## src/rtl/passcode_lock_n.sv

```systemverilog
// passcode_lock_n: keypad passcode controller with lockout after repeated
// failures, auto-relock timer and in-field code programming.
// Keys arrive as one-cycle strobes; all status outputs are registered.
module passcode_lock_n #(
    parameter int CODE_LEN    = 4,
    parameter int MAX_TRIES   = 3,
    parameter int LOCKOUT_CYC = 2000,
    parameter int OPEN_CYC    = 1000,
    parameter logic [4*CODE_LEN-1:0] DEFAULT_CODE = 16'h1234
) (
    input  logic       clk,
    input  logic       clr_n,
    input  logic       key_valid,
    input  logic [3:0] key_val,
    output logic       unlocked,
    output logic       lockout,
    output logic       err,
    output logic       prog_done,
    output logic [2:0] state,
    output logic [3:0] digit_cnt,
    output logic [3:0] fail_cnt
);

    localparam logic [2:0] S_IDLE  = 3'd0;
    localparam logic [2:0] S_ENTRY = 3'd1;
    localparam logic [2:0] S_OPEN  = 3'd2;
    localparam logic [2:0] S_PROG  = 3'd3;
    localparam logic [2:0] S_LOCK  = 3'd4;

    localparam logic [3:0] K_CANCEL = 4'hA;
    localparam logic [3:0] K_ENTER  = 4'hB;
    localparam logic [3:0] K_LOCK   = 4'hC;
    localparam logic [3:0] K_PROG   = 4'hD;

    localparam int TMAX = (LOCKOUT_CYC > OPEN_CYC) ? LOCKOUT_CYC : OPEN_CYC;
    localparam int TW   = (TMAX < 2) ? 1 : $clog2(TMAX + 1);
    localparam int CW   = 4 * CODE_LEN;

    localparam logic [TW-1:0] OPEN_LD = TW'(OPEN_CYC);
    localparam logic [TW-1:0] LOCK_LD = TW'(LOCKOUT_CYC);
    localparam logic [TW-1:0] T_ONE   = TW'(1);
    localparam logic [3:0]    CL      = 4'(CODE_LEN);
    localparam logic [3:0]    CL1     = 4'(CODE_LEN + 1);
    localparam logic [3:0]    MT      = 4'(MAX_TRIES);

    logic [2:0]    state_q, state_d;
    logic [CW-1:0] code_q, code_d;
    logic [CW-1:0] shadow_q, shadow_d;
    logic [3:0]    dc_q, dc_d;
    logic [3:0]    fc_q, fc_d;
    logic [TW-1:0] timer_q, timer_d;
    logic          mm_q, mm_d;
    logic          ovf_q, ovf_d;
    logic          err_d, pd_d;

    logic          k_digit, k_cancel, k_enter, k_lock, k_prog;
    logic [3:0]    exp_nib;
    logic          dig_mm;
    logic [3:0]    dc_inc;
    logic [3:0]    fc_inc;
    logic          fail;
    logic [CW+3:0] shift_tmp;

    assign k_digit  = key_valid && (key_val <= 4'd9);
    assign k_cancel = key_valid && (key_val == K_CANCEL);
    assign k_enter  = key_valid && (key_val == K_ENTER);
    assign k_lock   = key_valid && (key_val == K_LOCK);
    assign k_prog   = key_valid && (key_val == K_PROG);

    // Stored nibble for the digit position about to be entered; first digit is the MS nibble.
    always_comb begin
        exp_nib = 4'd0;
        for (int i = 0; i < CODE_LEN; i++) begin
            if (dc_q == 4'(i)) exp_nib = code_q[4*(CODE_LEN-1-i) +: 4];
        end
    end

    assign dig_mm    = (dc_q >= CL) || (key_val != exp_nib);
    assign dc_inc    = (dc_q >= CL1) ? CL1 : dc_q + 4'd1;
    assign fc_inc    = fc_q + 4'd1;
    assign shift_tmp = {shadow_q, key_val};

    // Next-state logic for the controller and all its datapath registers.
    always_comb begin
        state_d  = state_q;
        code_d   = code_q;
        shadow_d = shadow_q;
        dc_d     = dc_q;
        fc_d     = fc_q;
        timer_d  = timer_q;
        mm_d     = mm_q;
        ovf_d    = ovf_q;
        err_d    = 1'b0;
        pd_d     = 1'b0;
        fail     = 1'b0;

        case (state_q)
            S_IDLE: begin
                if (k_digit) begin
                    mm_d    = dig_mm;
                    dc_d    = 4'd1;
                    state_d = S_ENTRY;
                end else if (k_enter) begin
                    fail = 1'b1;
                end
            end
            S_ENTRY: begin
                if (k_digit) begin
                    mm_d = mm_q | dig_mm;
                    dc_d = dc_inc;
                end else if (k_cancel) begin
                    dc_d    = 4'd0;
                    mm_d    = 1'b0;
                    state_d = S_IDLE;
                end else if (k_enter) begin
                    if ((dc_q == CL) && !mm_q) begin
                        dc_d    = 4'd0;
                        mm_d    = 1'b0;
                        fc_d    = 4'd0;
                        timer_d = OPEN_LD;
                        state_d = S_OPEN;
                    end else begin
                        fail = 1'b1;
                    end
                end
            end
            S_OPEN: begin
                if (k_lock) begin
                    state_d = S_IDLE;
                end else if (k_prog) begin
                    dc_d    = 4'd0;
                    ovf_d   = 1'b0;
                    state_d = S_PROG;
                end else if (OPEN_CYC != 0) begin
                    // Relock on the cycle the count would reach zero, so OPEN lasts OPEN_CYC cycles.
                    if (timer_q <= T_ONE) begin
                        timer_d = '0;
                        state_d = S_IDLE;
                    end else begin
                        timer_d = timer_q - T_ONE;
                    end
                end
            end
            S_PROG: begin
                if (k_digit) begin
                    if (dc_q < CL) begin
                        shadow_d = shift_tmp[CW-1:0];
                        dc_d     = dc_q + 4'd1;
                    end else begin
                        ovf_d = 1'b1;
                        dc_d  = CL1;
                    end
                end else if (k_enter) begin
                    if ((dc_q == CL) && !ovf_q) begin
                        code_d  = shadow_q;
                        pd_d    = 1'b1;
                        timer_d = OPEN_LD;
                    end else begin
                        err_d = 1'b1;
                    end
                    dc_d    = 4'd0;
                    ovf_d   = 1'b0;
                    state_d = S_OPEN;
                end else if (k_cancel) begin
                    dc_d    = 4'd0;
                    ovf_d   = 1'b0;
                    state_d = S_OPEN;
                end
            end
            S_LOCK: begin
                if (timer_q <= T_ONE) begin
                    timer_d = '0;
                    fc_d    = 4'd0;
                    state_d = S_IDLE;
                end else begin
                    timer_d = timer_q - T_ONE;
                end
            end
            default: begin
                state_d = S_IDLE;
            end
        endcase

        // Failed attempt: common bookkeeping for empty and wrong entries.
        if (fail) begin
            err_d = 1'b1;
            fc_d  = fc_inc;
            dc_d  = 4'd0;
            mm_d  = 1'b0;
            if (fc_inc == MT) begin
                timer_d = LOCK_LD;
                state_d = S_LOCK;
            end else begin
                state_d = S_IDLE;
            end
        end
    end

    // State, datapath and registered status outputs.
    always_ff @(posedge clk or negedge clr_n) begin
        if (!clr_n) begin
            state_q   <= S_IDLE;
            code_q    <= DEFAULT_CODE;
            shadow_q  <= '0;
            dc_q      <= 4'd0;
            fc_q      <= 4'd0;
            timer_q   <= '0;
            mm_q      <= 1'b0;
            ovf_q     <= 1'b0;
            err       <= 1'b0;
            prog_done <= 1'b0;
            unlocked  <= 1'b0;
            lockout   <= 1'b0;
        end else begin
            state_q   <= state_d;
            code_q    <= code_d;
            shadow_q  <= shadow_d;
            dc_q      <= dc_d;
            fc_q      <= fc_d;
            timer_q   <= timer_d;
            mm_q      <= mm_d;
            ovf_q     <= ovf_d;
            err       <= err_d;
            prog_done <= pd_d;
            unlocked  <= (state_d == S_OPEN) || (state_d == S_PROG);
            lockout   <= (state_d == S_LOCK);
        end
    end

    assign state     = state_q;
    assign digit_cnt = dc_q;
    assign fail_cnt  = fc_q;

endmodule

```

## config.mk

```make
export PLATFORM = sky130hd
export DESIGN_NAME = passcode_lock_n
export DESIGN_NICKNAME = d
export VERILOG_FILES = /design/src/rtl/passcode_lock_n.sv
export SDC_FILE = /design/constraint.sdc
export NUM_CORES = 1
export LEC_CHECK = 0
export ABC_CLOCK_PERIOD_IN_PS = 6240
export CAP_MARGIN = 20
export CORE_MARGIN = 4
export CORE_UTILIZATION = 45
export CTS_CLUSTER_DIAMETER = 30
export DETAILED_ROUTE_END_ITERATION = 10
export HOLD_SLACK_MARGIN = 0.06
export SLEW_MARGIN = 20
export SYNTH_ARGS = -nofsm -noshare
export SYNTH_HDL_FRONTEND = slang
export SYNTH_SLANG_ARGS = --single-unit
```

## constraint.sdc

```tcl
create_clock -name clk -period 6.24 [get_ports clk]
set_clock_uncertainty 0.05 [all_clocks]
set_input_delay 1.248 -clock clk [delete_from_list [all_inputs] [get_ports clk]]
set_output_delay 1.248 -clock clk [all_outputs]
set_load 0.05 [all_outputs]
```

==> metrics <==
maximum clock path buffer count 2; dpl hpwl roughly 5.3 mm; Post-synth top cells dfrtp_1 (55), a21oi_1 (26), mux2_2 (24), nor2_1 (22); worst hold start shadow_q[13]$_DFFE_PN0P_; most frequent cell after synthesis dfrtp_1; drt drc 0; vias in the first global route about 2,500; Slew Limit Headroom between 30% and 40%; fin nets 370; Synth area leaders dfrtp_1 (40%), mux2_2 (7.9%), dfstp_2 (3.9%); Mapped Avg Cell Area just under 10 µm²; share of cells above drive strength 1 between 15 and 20%; number of synthesized flops with an enable pin 0; Data required, critical path 6.41 ns; largest net degree at the start of global routing between 60 and 70; top_reg_cell synth dfrtp_1; cts bufs inserted 9; Cell Int Power slightly above 0.8 mW; R2R Setup Slk between 3 and 4 ns; slew at the pin closest to its max-slew limit just over 0.9 ns; Leak around 1.7 nW; number of fill cells in the layout 718; Net Sw Frac a little under two fifths; register bit total from synthesis 60; core area around 7300 µm²; cell count after synthesis around 340; vias per cell ~5.7; initial antenna violation count 0; CTS tree built; cells along the critical path clkdlybuf4s50_1, nand4b_1, a31oi_1, nor2_2, a22o_1, a211o_1; I/O pin total 22; syn nets 358; Setup TNS Final 0 ns; unique cell type count in the Yosys netlist 65; Placed Instances ~440; non-filler cells in the finished layout approximately 460; Die ar. ~9000 µm²; initial drt markers approximately 110; final hold violation count 0; CTS clk-pin slew, worst paths approximately 0.07 ns; CP Class in2reg; Antenna diodes 0; Clock Latency Late Sink 0.34 ns; critical path arrival around 3.8 ns; status finished, final reports clean; Clock power frac roughly a quarter; Post-CTS Hold Buffers 0; capturing point of the worst reg2reg path timer_q[4]$_DFF_PN0_; crit end category flop; R2R depth 6; CTS-repair resized insts 0; Async S/R FF share, synth 100%; Routed Antenna Nets 0; placer congestion estimate 0.853; CP max stage delay 0.80 ns; pwr/cell area roughly 340 nW/µm²; initial core utilization a little under half; MaxCap Viol Count 0; Yosys top cell by area dfrtp_1; Chip Height between 90 and 100 µm; drt pass-1 iters 4; Wirelength per Cell 16.4 µm; sw power 0.491 mW; highest clock rate between 200 and 300 MHz; first-pass GRT wire length between 10 and 15 mm; clock sink count 60; H-tree level count 3; Max Slew Vio Count 0; min-delay worst type reg2reg; Overall Global Routing Usage a little under a fifth; chip width 95.0 µm; startpoint types primary input; part of the Yosys area used for sequential elements 44.3%; clk root buf clkbuf_8; WHS Endpoint shadow_q[13]$_DFFE_PN0P_; area share of the leading cell type in the synthesized netlist 40.5%; WL final 7.51 mm; Final period util about three fifths; Flop pwr share between 40% and 50%; vias around 2,600; endpoints failing setup 0; Comb pwr share approximately a third; Max stage delay cell, worst path clkdlybuf4s50_1; postcts setup bufs 0; VDD IR-drop max 0.170 mV; Yosys warning count 0; global route overflow 0; Critical Path Source key_val[2]; Core Rows 31; PortBufs 21; mapped cell area ~3400 µm²; area delta synth->final 13.3%; critical-path maximum fanout 17; RSZ-0062 raised after global routing false; crit path time final around 3.7 ns; worst hold path stage count 1; RR Startpoint digit_cnt[0]$_DFFE_PN0P_
## sequential cells by signal (all words and copies together) (netlist names), 3 cells and up
name,count
fail_cnt,4
shadow_q,16
state,3
digit_cnt,4
code_q,16
timer_q,11
## cell type report
cell class | instances | area, µm² | share of cell area [%]
clock buffers | 12 | 145 | 3.77
clock inverters | 4 | 48.8 | 1.27
inverters | 19 | 71.3 | 1.85
multi-input cells | 242 | 1730 | 45.0
flip-flops and latches | 60 | 1510 | 39.1
well taps | 99 | 124 | 3.21
repair buffers | 23 | 224 | 5.81
## through the flow
stage | util, % | hold WS, ns | power (mW) | setup slack, ns | area (µm²)
2_1_floorplan | - | 0.410 | 0.847 | 3.48 | 3400
6_report | 52.8 | 0.445 | 1.31 | 2.59 | 3850
3_5_place_dp | 50.2 | 0.437 | 0.969 | 2.23 | 3660
3_3_place_gp | 50.0 | 0.423 | 0.968 | 1.95 | 3650
4_1_cts | 52.8 | 0.452 | 1.32 | 2.60 | 3850
5_1_grt | 52.8 | 0.482 | 1.40 | 2.44 | 3850
## worst max path at each step
stage,to,slack (ns),cells after the start
after global routing,timer_q[4]$_DFF_PN0_,2.44,6
final,timer_q[4]$_DFF_PN0_,2.59,6
after detailed placement,timer_q[4]$_DFF_PN0_,2.23,6
after floorplan,shadow_q[10]$_DFFE_PN0P_,3.48,6
after global placement,timer_q[4]$_DFF_PN0_,1.95,6
after CTS,timer_q[4]$_DFF_PN0_,2.60,6
## cells by family (layout without fill, tap and decap cells)
logic type / count (synthesis) / in the layout / share of synthesized area [%]
AO/OA/AOI/OAI: 83 / 83 / 16.6
XOR/XNOR: 6 / 6 / 1.54
adder cells (fa/ha/maj): 8 / 8 / 2.94
buffers and inverters: 41 / 58 / 4.74
flip-flops: 60 / 60 / 44.3
multiplexers: 35 / 35 / 11.5
AND/OR/NAND/NOR: 110 / 110 / 18.4
## placed cells by master, fill, tap and decap left out, drive strengths merged, types with 8 or more instances in the layout
master / count
inv: 19
nor3: 13
mux2: 33
nor2: 23
nand3: 9
ha: 8
a31oi: 8
nand2: 19
o21ai: 10
a21oi: 26
clkdlybuf4s50: 20
dfrtp: 55
clkbuf: 12
## power groups by stage
stage               combinational, mW  sequential (mW)  clock (mW)
floorplan                       0.279            0.568           0
global placement                0.435            0.532           0
detailed placement              0.436            0.533           0
CTS                             0.439            0.525       0.357
global route                    0.482            0.538       0.376
finish                          0.438            0.526       0.346
## worst max-delay path, delay by kind of cell
kind,cells,cell delay (ns)
compound gates,3,1.36
buf+inv,1,0.80
simple gates,2,0.42
## metal layers
| metal | wire length [µm] | global-route usage, % | vias to the layer above |
|---|---|---|---|
| met3 | 206 | 3.43 | 15 |
| met5 | 0 | 0 | - |
| met4 | 167 | 8.17 | 0 |
| met1 | 3610 | 24.2 | 1294 |
| met2 | 3520 | 28.8 | 43 |
| li1 | - | - | 1284 |
Power figures use the tool's default switching activity.
